**src/rtl/pwm_capture.sv**
```systemverilog
// PWM capture: measures high time and period of pwm_i in prescaled ticks.
// Optional timeout detection is built when PWM_CAPTURE_TIMEOUT_EN is defined.
module pwm_capture #(
  parameter int CNT_W = 16
) (
  input  logic        clk_i,
  input  logic        rst_ni,
  input  logic        write,
  input  logic [7:0]  addr_i,
  input  logic [31:0] wdata_i,
  output logic [31:0] rdata_o,
  input  logic        pwm_i,
  output logic        irq_o
);

  localparam logic [2:0] IDLE    = 3'd0;
  localparam logic [2:0] ARM     = 3'd1;
  localparam logic [2:0] HIGH_PH = 3'd2;
  localparam logic [2:0] LOW_PH  = 3'd3;
  localparam logic [2:0] DONE    = 3'd4;

  logic             ctrl_en, ctrl_irq, ctrl_os;
  logic [CNT_W-1:0] prescale, psc_act, pcnt;
  logic             sync1, sync2, hist;
  logic             rise, fall, tick;
  logic [2:0]       state;
  logic [CNT_W-1:0] cnt, cnt_inc, shadow, high_q, period_q;
  logic             valid, overflow, tmo_flag;
  logic             wr_ctrl, wr_psc, wr_stat, dis_wr;
  logic             counting, ovf_evt, cap_evt, to_evt;
  logic             unused_wdata;

  assign wr_ctrl  = write && (addr_i == 8'h00);
  assign wr_psc   = write && (addr_i == 8'h04);
  assign wr_stat  = write && (addr_i == 8'h10);
  assign dis_wr   = wr_ctrl && !wdata_i[0];
  assign unused_wdata = ^wdata_i;

  assign rise     = sync2 && !hist;
  assign fall     = !sync2 && hist;
  assign tick     = (pcnt == psc_act);

  assign cnt_inc  = (tick && !(&cnt)) ? cnt + CNT_W'(1) : cnt;
  assign counting = (state == HIGH_PH) || (state == LOW_PH);
  assign ovf_evt  = counting && tick && (&cnt) && !dis_wr;
  assign cap_evt  = (state == LOW_PH) && rise && !dis_wr;

  always_ff @(posedge clk_i or negedge rst_ni) begin
    if (!rst_ni) begin
      sync1 <= 1'b0;
      sync2 <= 1'b0;
      hist  <= 1'b0;
    end else begin
      sync1 <= pwm_i;
      sync2 <= sync1;
      hist  <= sync2;
    end
  end

  // The active prescale value only changes at a tick, so mid-count writes wait their turn.
  always_ff @(posedge clk_i or negedge rst_ni) begin
    if (!rst_ni) begin
      pcnt    <= '0;
      psc_act <= '0;
    end else begin
      pcnt <= (rise || tick) ? '0 : pcnt + CNT_W'(1);
      if (tick) psc_act <= prescale;
    end
  end

`ifdef PWM_CAPTURE_TIMEOUT_EN
  logic [CNT_W-1:0] timeout_q, to_cnt;
  logic             to_active;

  assign to_active = (timeout_q != '0) && (counting || (state == ARM));
  assign to_evt    = to_active && !rise && !fall && tick &&
                     ((to_cnt + CNT_W'(1)) == timeout_q) && !dis_wr;

  always_ff @(posedge clk_i or negedge rst_ni) begin
    if (!rst_ni) begin
      to_cnt    <= '0;
      timeout_q <= '0;
      tmo_flag  <= 1'b0;
    end else begin
      if (write && (addr_i == 8'h14)) timeout_q <= wdata_i[CNT_W-1:0];
      tmo_flag <= to_evt || (tmo_flag && !(wr_stat && wdata_i[2]));
      if (!to_active || rise || fall || to_evt) to_cnt <= '0;
      else if (tick)                           to_cnt <= to_cnt + CNT_W'(1);
    end
  end
`else
  assign to_evt   = 1'b0;
  assign tmo_flag = 1'b0;
`endif

  always_ff @(posedge clk_i or negedge rst_ni) begin
    if (!rst_ni) begin
      state    <= IDLE;
      cnt      <= '0;
      shadow   <= '0;
      high_q   <= '0;
      period_q <= '0;
    end else if (dis_wr) begin
      state <= IDLE;
      cnt   <= '0;
    end else if (to_evt) begin
      state <= ARM;
      cnt   <= '0;
    end else begin
      case (state)
        IDLE: begin
          cnt <= '0;
          if (ctrl_en) state <= ARM;
        end
        ARM: begin
          if (rise) begin
            state <= HIGH_PH;
            cnt   <= '0;
          end
        end
        HIGH_PH: begin
          cnt <= cnt_inc;
          if (fall) begin
            shadow <= cnt_inc;
            state  <= LOW_PH;
          end
        end
        LOW_PH: begin
          if (rise) begin
            high_q   <= shadow;
            period_q <= cnt_inc;
            cnt      <= '0;
            state    <= ctrl_os ? DONE : HIGH_PH;
          end else begin
            cnt <= cnt_inc;
          end
        end
        DONE: begin
          if (!valid) state <= ARM;
        end
        default: state <= IDLE;
      endcase
    end
  end

  // Status bits are write-one-to-clear; a same-cycle set event wins.
  always_ff @(posedge clk_i or negedge rst_ni) begin
    if (!rst_ni) begin
      ctrl_en  <= 1'b0;
      ctrl_irq <= 1'b0;
      ctrl_os  <= 1'b0;
      prescale <= '0;
      valid    <= 1'b0;
      overflow <= 1'b0;
    end else begin
      if (wr_ctrl) begin
        ctrl_en  <= wdata_i[0];
        ctrl_irq <= wdata_i[1];
        ctrl_os  <= wdata_i[2];
      end
      if (wr_psc) prescale <= wdata_i[CNT_W-1:0];
      valid    <= cap_evt || (valid && !(wr_stat && wdata_i[0]));
      overflow <= ovf_evt || (overflow && !(wr_stat && wdata_i[1]));
    end
  end

  always_comb begin
    rdata_o = '0;
    case (addr_i)
      8'h00: rdata_o[2:0]       = {ctrl_os, ctrl_irq, ctrl_en};
      8'h04: rdata_o[CNT_W-1:0] = prescale;
      8'h08: rdata_o[CNT_W-1:0] = high_q;
      8'h0C: rdata_o[CNT_W-1:0] = period_q;
      8'h10: rdata_o[2:0]       = {tmo_flag, overflow, valid};
`ifdef PWM_CAPTURE_TIMEOUT_EN
      8'h14: rdata_o[CNT_W-1:0] = timeout_q;
`endif
      default: rdata_o = '0;
    endcase
  end

  assign irq_o = ctrl_irq && (valid || tmo_flag);

endmodule

```
**config.mk**
```make
export PLATFORM = sky130hd
export DESIGN_NAME = pwm_capture
export DESIGN_NICKNAME = d
export VERILOG_FILES = /design/src/rtl/pwm_capture.sv
export SDC_FILE = /design/constraint.sdc
export NUM_CORES = 1
export LEC_CHECK = 0
export CAP_MARGIN = 40
export CORE_MARGIN = 2
export CORE_UTILIZATION = 57
export CTS_CLUSTER_DIAMETER = 40
export DETAILED_ROUTE_END_ITERATION = 10
export DONT_BUFFER_PORTS = 1
export HOLD_SLACK_MARGIN = 0.02
export PLACE_DENSITY = 0.71
export SLEW_MARGIN = 10
export SYNTH_ARGS = -nofsm -noshare
export SYNTH_HDL_FRONTEND = slang
export SYNTH_SLANG_ARGS = --single-unit
```
**constraint.sdc**
```tcl
create_clock -name clk_i -period 2.1 [get_ports clk_i]
set_input_delay 0 -clock clk_i [delete_from_list [all_inputs] [get_ports clk_i]]
set_output_delay 0 -clock clk_i [all_outputs]
set_load 0.01 [all_outputs]
```
# Yosys cells after proc, flatten, opt, wreduce, memory -nomap -nowiden
# Index checks and enable logic that the tools add are counted.
dict set report totals {
  ff_bits 123
  elab_cells 85
  output_inout_bits 33
  in_bits 44
}
dict set report classes {
  n_mux 16
  n_eq_ne 14
  reduce_logical 36
  n_bitwise 1
  add_sub_neg 2
}
# op count
set op_table {}
lappend op_table {{2-to-1 mux 16 bit} 5}
lappend op_table {{one-hot mux 16 bit (4 select lines)} 1}
lappend op_table {{one-hot mux 13 bit (3 select lines)} 1}
lappend op_table {{adder 16 x 1 -> 16 bit, second input constant} 2}
lappend op_table {{one-hot mux 3 bit (5 select lines)} 2}
lappend op_table {{2-to-1 mux 3 bit} 7}
lappend op_table {{logical AND 1 bit} 17}
lappend op_table {{== test 16 bit} 1}
lappend op_table {{== test 8 x 4 -> 1 bit, second input constant} 2}
lappend op_table {{AND reduction 16 bit} 1}
lappend op_table {{inequality test 3 bit, second input constant} 5}
lappend op_table {{== test 8 x 3 -> 1 bit, second input constant} 1}
lappend op_table {{== test 8 x 5 -> 1 bit, second input constant} 1}
lappend op_table {{logical NOT 8 bit} 1}
lappend op_table {{logical NOT 1 bit} 7}
lappend op_table {{== test 3 x 2 -> 1 bit, second input constant} 2}
lappend op_table {{AND reduction 3 bit} 2}
lappend op_table {{AND reduction 5 bit} 1}
lappend op_table {{nonzero test 5 bit} 1}
lappend op_table {{logical OR 1 bit} 4}
lappend op_table {{== test 3 x 1 -> 1 bit, second input constant} 1}
lappend op_table {{== test 3 bit, second input constant} 1}
lappend op_table {{logical NOT 3 bit} 1}
lappend op_table {{AND reduction 2 bit} 1}
lappend op_table {{inverter 1 bit} 1}

# Longest topological paths before layout
# Gate-level depths: netlist (run 1).
dict set report logic_depth {
  word_depth 7
  mapped_depth 9
  depth_no_buf 7
}

# Least setup slack after synthesis (run 1)
# No wires, ideal clock.
dict set report synth_path {
  path_type {reg2reg}
  from {reg cnt[0]}
  to {reg period_q[7]}
  path_buffers 2
  slack_ns 0.028
  setup_time_ns 0.125
  required_time_ns 1.975
  path_stages_with_launch 10
  arrival_time_ns 1.948
  synth_period_minus_slack_ns 2.072
  path_cell_list {dfrtp_1 -> ha_1 -> and4_1 -> and2_1 -> buf_2 -> nand3_1 -> buf_2 -> nand3_1 -> xnor2_1 -> mux2_2}
}
dict set report synth_between {
  elab_chain_cells 4
  elab_cells_between_ends 5
  cone_classes {add/sub (1); mux (1); reduce/logical (3)}
}
# item line
set synth_lines {}
lappend synth_lines {{from (decl)} 27} ;# logic [CNT_W-1:0] cnt, cnt_inc, shadow, high_q, period_q;
lappend synth_lines {{from (signal assigned)} 122} ;# cnt <= cnt_inc;
lappend synth_lines {{from (signal assigned)} 135} ;# cnt <= cnt_inc;
lappend synth_lines {{parallel branches: the longest is 3 deep, another holds adder 16 x 1 -> 16 bit} --}
lappend synth_lines {{2-to-1 mux 16 bit *} 43} ;# assign cnt_inc = (tick && !(&cnt)) ? cnt + CNT_W'(1) : cnt;
lappend synth_lines {{to (signal assigned)} 131} ;# period_q <= cnt_inc;
lappend synth_lines {{to (decl)} 27}
# Every way passes the cells marked *.
# A chain may end at the register's enable or synchronous reset.

# Worst setup path in the final report (run 1)
dict set report layout_path {
  from {reg pcnt[5]}
  to {reg cnt[13]}
}
dict set report layout_between {
  elab_chain_cells 6
}
# item line
set layout_lines {}
lappend layout_lines {{from (decl)} 23} ;# logic [CNT_W-1:0] prescale, psc_act, pcnt;
lappend layout_lines {{from (signal assigned)} 66} ;# pcnt <= (rise || tick) ? '0 : pcnt + CNT_W'(1);
lappend layout_lines {{== test 16 bit *} 41} ;# assign tick = (pcnt == psc_act);
lappend layout_lines {{logical AND 1 bit *} 43}
lappend layout_lines {{2-to-1 mux 16 bit *} 43}
lappend layout_lines {{2-to-1 mux 16 bit} 129} ;# if (rise) begin
lappend layout_lines {{one-hot mux 16 bit (4 select lines) *} 110} ;# case (state)
lappend layout_lines {{2-to-1 mux 16 bit *} 103} ;# end else if (dis_wr) begin
# Every way passes the cells marked *; elsewhere a longest branch is shown, timed or not.

==> results of run 1 <==
path summary, 6_finish.rpt:
check                                          end               from  cells past startpoint  slack, ns
hold reg to reg                    sync2$_DFF_PN0_    sync1$_DFF_PN0_                      0       0.35
hold / removal              psc_act[0]$_DFFE_PN0N_             rst_ni                      0      -0.84
setup / recovery               cnt[13]$_DFFE_PN0P_  pcnt[5]$_DFF_PN0_                      8      -0.04
min in group clk_i         prescale[1]$_DFFE_PN0P_              write                      2      -0.03
setup reg to reg               cnt[13]$_DFFE_PN0P_  pcnt[5]$_DFF_PN0_                      8      -0.04
max in group asynchronous        pcnt[5]$_DFF_PN0_             rst_ni                      0       2.72
layer usage:
metal	global-route usage [%]	part of all wire, %	vias to the layer above	wire length [um]
met3	4.72	4.6	45	681
met4	13.2	3.4	0	507
li1	-	-	2185	-
met2	44.3	50	163	7440
met5	0	0	-	0
met1	34.2	42	2365	6220
layout by cell type, fill, tap and decap left out, types with 15 or more instances in the layout:
cell | netlist | routed
mux2_2 | 50 | 50
clkbuf_16 | 0 | 17
nand4_1 | 15 | 15
dlygate4sd3_1 | 0 | 39
nand2_1 | 101 | 101
nor2_1 | 46 | 46
buf_4 | 18 | 26
conb_1 | 1 | 16
dfrtp_1 | 123 | 121
xnor2_1 | 31 | 20
o21ai_1 | 17 | 23
worst max-delay path, stage by stage, from the launching register on:
cell and delay [ns]:
dfrtp_2 0.46, xnor2_2 0.15, nand4_1 0.17, nor4_4 0.32, buf_6 0.18, bufbuf_16 0.28
nand2_2 0.08, or3_1 0.34, o21ai_0 0.08
per-stage QoR:
stage | area (sq um) | std cells
detailed placement | 6360 | 736
CTS | 7460 | 811
finish | 7640 | 813
floorplan | 6180 | 614
global placement | 6360 | 736
global route | 7640 | 813
final cells by class:
type	count	area, sq um	share of cell area, %
well taps	136	170	2.23
clock inverters	11	145	1.90
flip-flops and latches	123	3080	40.3
clock buffers	20	445	5.83
multi-input cells	437	2970	38.9
repair buffers	77	792	10.4
inverters	9	33.8	0.442
power groups by stage:
stage	clock network (uW)	logic (uW)	registers, uW
global route	3050	4400	2940
detailed placement	0	2970	2920
global placement	0	2910	2900
finish	2940	4190	2900
floorplan	0	2080	2880
CTS	2940	3550	2890
flip-flops by register name (all words and copies together) (netlist names):
register	flops
cnt	16
ctrl_en	1
ctrl_irq	1
ctrl_os	1
high_q	16
hist	1
overflow	1
pcnt	16
period_q	16
prescale	16
psc_act	16
shadow	16
state	3
sync1	1
sync2	1
valid	1
cell families after synthesis:
family,after synthesis,synth area share (%)
buffers and inverters,54,4.92
adders and majority gates,2,0.409
DFF,123,50.3
xor gates and xnor gates,44,6.29
other,1,0.0612
and+or+nand+nor,230,18.8
muxes,56,10.4
AOI/OAI and AO/OA,89,8.91
what timing repair did:
item	4_1_cts	5_1_grt
setup endpoints to repair	39	64
gates cloned	1	1
resized for setup	9	33
buffers inserted	3	1
pin swaps	4	12
hold buffers	40	2
hold endpoints to repair	148	127
==> flow_summary.toml, run 1 <==
[run_status]
status = "finished with violations"
violations = "hold timing, setup timing"

[floorplan]
num_io_pins = 77
dieArea_sq_um = 11600
die_y_um = 108
die_x_um = 108
num_rows = 37
core_sq_um = 10400
start_util_pct = 59.0

[yosys]
synth_common_cells = "dfrtp_1, nand2_1, mux2_2, nor2_1, xnor2_1"
async_flop_share_pct = 100
avgSynthCellArea_sq_um = 10.2
yosys_warnings = 0
synth-edff-count = 0
synth_ff_type = "dfrtp_1"
synthCells = 599
netlist_area_sq_um = 6120
synth_top_cell_area_share_pct = 50.3
synth_cell_types = 48
yosys.area.top_type = "dfrtp_1"
ys_seq_elements = 123
seq_area_frac_synth_pct = 50.3
synthMostInstantiatedCell = "dfrtp_1"
synth_area_leaders = "dfrtp_1, mux2_2, nand2_1"

[setup_path]
cp-start-kind = "flip-flop"
critPathMaxFanout = 10
required_ns = 2.55
crit_type = "flip-flop to flip-flop"
endpoint_kind = "flip-flop"
crit_arrival_ns = 2.59

[sta]
min_period_ns = 2.14
setup_viol = 1
setup_slack_ns = -0.0421
holdWs_ns = -0.835
hold_viol_final = 128
fin_crit_sh_pct = 102
maxSlewViolCount = 0
rsz0062_at_grt = "true"
max_slew_margin_pct = 59.9
skew_ns = 0.00599
max_freq_mhz = 467
tightest_slew_ns = 0.600
setup_tns_ns = -0.0421

[pwr]
ir_drop_mv = 1.15
power_leakage_uw = 0.00357
combPwrFrac_pct = 41.8
swShare_pct = 32.4
p_sw_uw = 3240
p_int_uw = 6780
power_uw = 10000
seqPwrFrac_pct = 28.9
clockPowerShare_pct = 29.3
power_density_nw_per_um2 = 1310

[clock_tree]
cts_tree = "built"
clkTransAtPathRegs_ns = 0.06
clkLatencyLatePin_ns = 0.53
cts_made_buffers = 17
root_buffer = "clkbuf_8"
cts.sinks = 123
htreeDepth = 4
clk_path_buf_depth = 2

[global_route]
antenna_found_initial = 0
grt_use_total_pct = 26.9
grt_max_degree = 124
first_global_vias = 4738
grt_pass1_wl_um = 23700
overflow = 0

[cells_and_area]
finish.net_count = 711
area_delta_synth_final_pct = 24.7
diodes = 0
nFillCells = 666
drive_above_1_share_pct = 23.3
post-route-util_pct = 73.6

[routing]
drc = 0
post_drt_via_cell_ratio = 5.85
drtIter0Drc = 450
via_count = 4758
drt_wl_total_um = 14800
ant_nets = 0
dr.pass1.iters = 5
post_drt_wl_per_cell_um = 18.3

[placed_design]
gp_congestion = 0.881
portBuffers = 0
place_ws_ns = -0.0242
hpwl_um = 9040

[flow_run]
drv_cap = 0

[hold_path]
hold_path.class = "primary input to async pin"
Note: power is estimated with default switching activity, not from simulation.
==> run 2, diff against run 1 <==
Settings changed: BUFFER_PORTS_ARGS set to -buffer_cell sky130_fd_sc_hd__buf_2, CORE_UTILIZATION 57 to 50, DONT_BUFFER_PORTS 1 to unset, GPL_ROUTABILITY_DRIVEN set to 0, PLACE_DENSITY 0.71 to 0.69.
==> flow_summary.toml, run 2 (same netlist as run 1, synthesis figures left out) <==
[routing]
drt_wl_total_um = 14100
drtIter0Drc = 285
ant_nets = 0
dr.pass1.iters = 7
via_count = 4704
drc = 0
post_drt_via_cell_ratio = 5.55
post_drt_wl_per_cell_um = 16.6

[pwr]
ir_drop_mv = 0.777
power_density_nw_per_um2 = 1330
p_int_uw = 7020
clockPowerShare_pct = 30.0
power_leakage_uw = 0.00368
p_sw_uw = 3220
combPwrFrac_pct = 41.4
seqPwrFrac_pct = 28.5
swShare_pct = 31.4

[global_route]
grt_busiest_layer = "met2"
met1_usage_pct = 26.9
grt_pass1_wl_um = 22300
grtUsageMet3_pct = 4.82
antenna_found_initial = 0
overflow = 0
grt_max_degree = 66
first_global_vias = 4608
grt_use_total_pct = 22.1
use_met2_pct = 36.1

[clock_tree]
cts_made_buffers = 17
clkTransAtPathRegs_ns = 0.06
cts_tree = "built"
cts.sinks = 123
clk_path_buf_depth = 2
root_buffer = "clkbuf_16"
clkLatencyLatePin_ns = 0.42
htreeDepth = 4

[sta]
fin_crit_sh_pct = 102
hold_viol_final = 0
holdWs_ns = 0.0513
setup_viol = 1
rsz0062_at_grt = "true"
setup_slack_ns = -0.0343
max_freq_mhz = 469
maxSlewViolCount = 0
skew_ns = 0.00872
setup_tns_ns = -0.0343
min_period_ns = 2.13

[setup_path]
crit_chain = "xnor2_2 -> nand4_1 -> nor4_4 -> buf_6 -> buf_12 -> nand4_1 -> or3_1 -> o21ai_1"
critPathMaxFanout = 5
crit_path_frequent_cell = "nand4_1"
required_ns = 2.44
cp-start-kind = "flip-flop"
endpoint_kind = "flip-flop"
crit_arrival_ns = 2.48
crit_type = "flip-flop to flip-flop"
critical_path.slowest_cell = "dfrtp_1"
slowest_delay_ns = 0.41

[cells_and_area]
multi_input_area_sq_um = 2970
finish.net_count = 735
mostFrequentLayoutCells = "dfrtp_1, nand2_1, mux2_2"
final_common_cell = "dfrtp_1"
drive_above_1_share_pct = 28.3
seq_area_sq_um = 3080
area_delta_synth_final_pct = 25.6
diodes = 0
nFillCells = 894

[floorplan]
num_rows = 40
start_util_pct = 51.2
die_x_um = 115
core_sq_um = 12000
die_y_um = 115
dieArea_sq_um = 13100
num_io_pins = 77

[hold_path]
hold_path.class = "primary input to flip-flop"

[placed_design]
portBuffers = 44
hpwl_um = 9080

[flow_run]
drv_cap = 0

[run_status]
violations = "setup timing"
status = "finished with violations"
run 2: cell types whose count changed in the layout (fill, tap and decap cells not counted), moves of 2 or more:
cell           before  now
clkinvlp_4          3    0
buf_4              26   29
buf_2               0   43
dlygate4sd3_1      39   18
o21ai_1            23   21
clkinv_4            2    0
xnor2_1            20   22
clkbuf_16          17   19
xnor2_2            11    9
o21ai_0            12   14
run 2: timing repair:
item | CTS | global route
pin swaps | 2 | 4
hold buffers | 18 | 0
endpoints found under the hold margin | 123 | 0
buffers inserted | 0 | 3
gates resized for setup | 8 | 28
gates cloned | 0 | 2
endpoints found under the setup margin | 21 | 47
run 2: worst paths after layout:
path                                   startpoint  slack (ns)  cells after the start                        to
max reg2reg                psc_act[2]$_DFFE_PN0N_       -0.03                      8       cnt[11]$_DFFE_PN0P_
max in group asynchronous                  rst_ni        1.32                      3  period_q[13]$_DFFE_PN0P_
min reg2reg                       sync1$_DFF_PN0_        0.35                      0           sync2$_DFF_PN0_
max                        psc_act[2]$_DFFE_PN0N_       -0.03                      8       cnt[11]$_DFFE_PN0P_
min in group asynchronous                  rst_ni        0.08                      2         pcnt[4]$_DFF_PN0_
min                                     addr_i[4]        0.05                      5           valid$_DFF_PN0_
run 2: stage by stage:
stage	cells	area, sq um	setup slack [ns]	power (uW)	utilization [%]
after floorplan	614	6180	0.0276	4960	-
after global placement	794	6620	-0.0105	5890	55.4
after detailed placement	794	6620	-0.0301	5960	55.4
after CTS	842	7470	-0.00849	9180	62.5
after global routing	847	7690	-0.0750	10700	64.3
final	847	7690	-0.0343	10200	64.3
run 2: per-layer routing:
metal / vias to the layer above / wire length (um)
met4: 0 / 523
met1: 2320 / 6150
met3: 39 / 477
met2: 112 / 6920
li1: 2233 / -
met5: - / 0
run 2: power by group through the flow:
stage | logic (uW) | registers, uW | clock network, uW
2_1_floorplan | 2080 | 2880 | 0
4_1_cts | 3170 | 2910 | 3110
3_3_place_gp | 2990 | 2910 | 0
6_report | 4250 | 2920 | 3080
5_1_grt | 4480 | 2950 | 3220
3_5_place_dp | 3030 | 2930 | 0
run 2: area by class of cell:
cell class	count	share of cell area, %
multi-input combinational	437	38.6
sequential	123	40.0
inverter	9	0.439
clock buffer	22	6.30
tap	147	2.39
clock inverter	8	1.82
timing repair buffer	101	10.4
run 2: critical path, delay by kind of cell, from the launching register on:
family	cells	cell delay (ns)
simple gates	4	1.08
flops	1	0.41
buf+inv	2	0.29
xor+xnor	1	0.21
compound gates	1	0.07
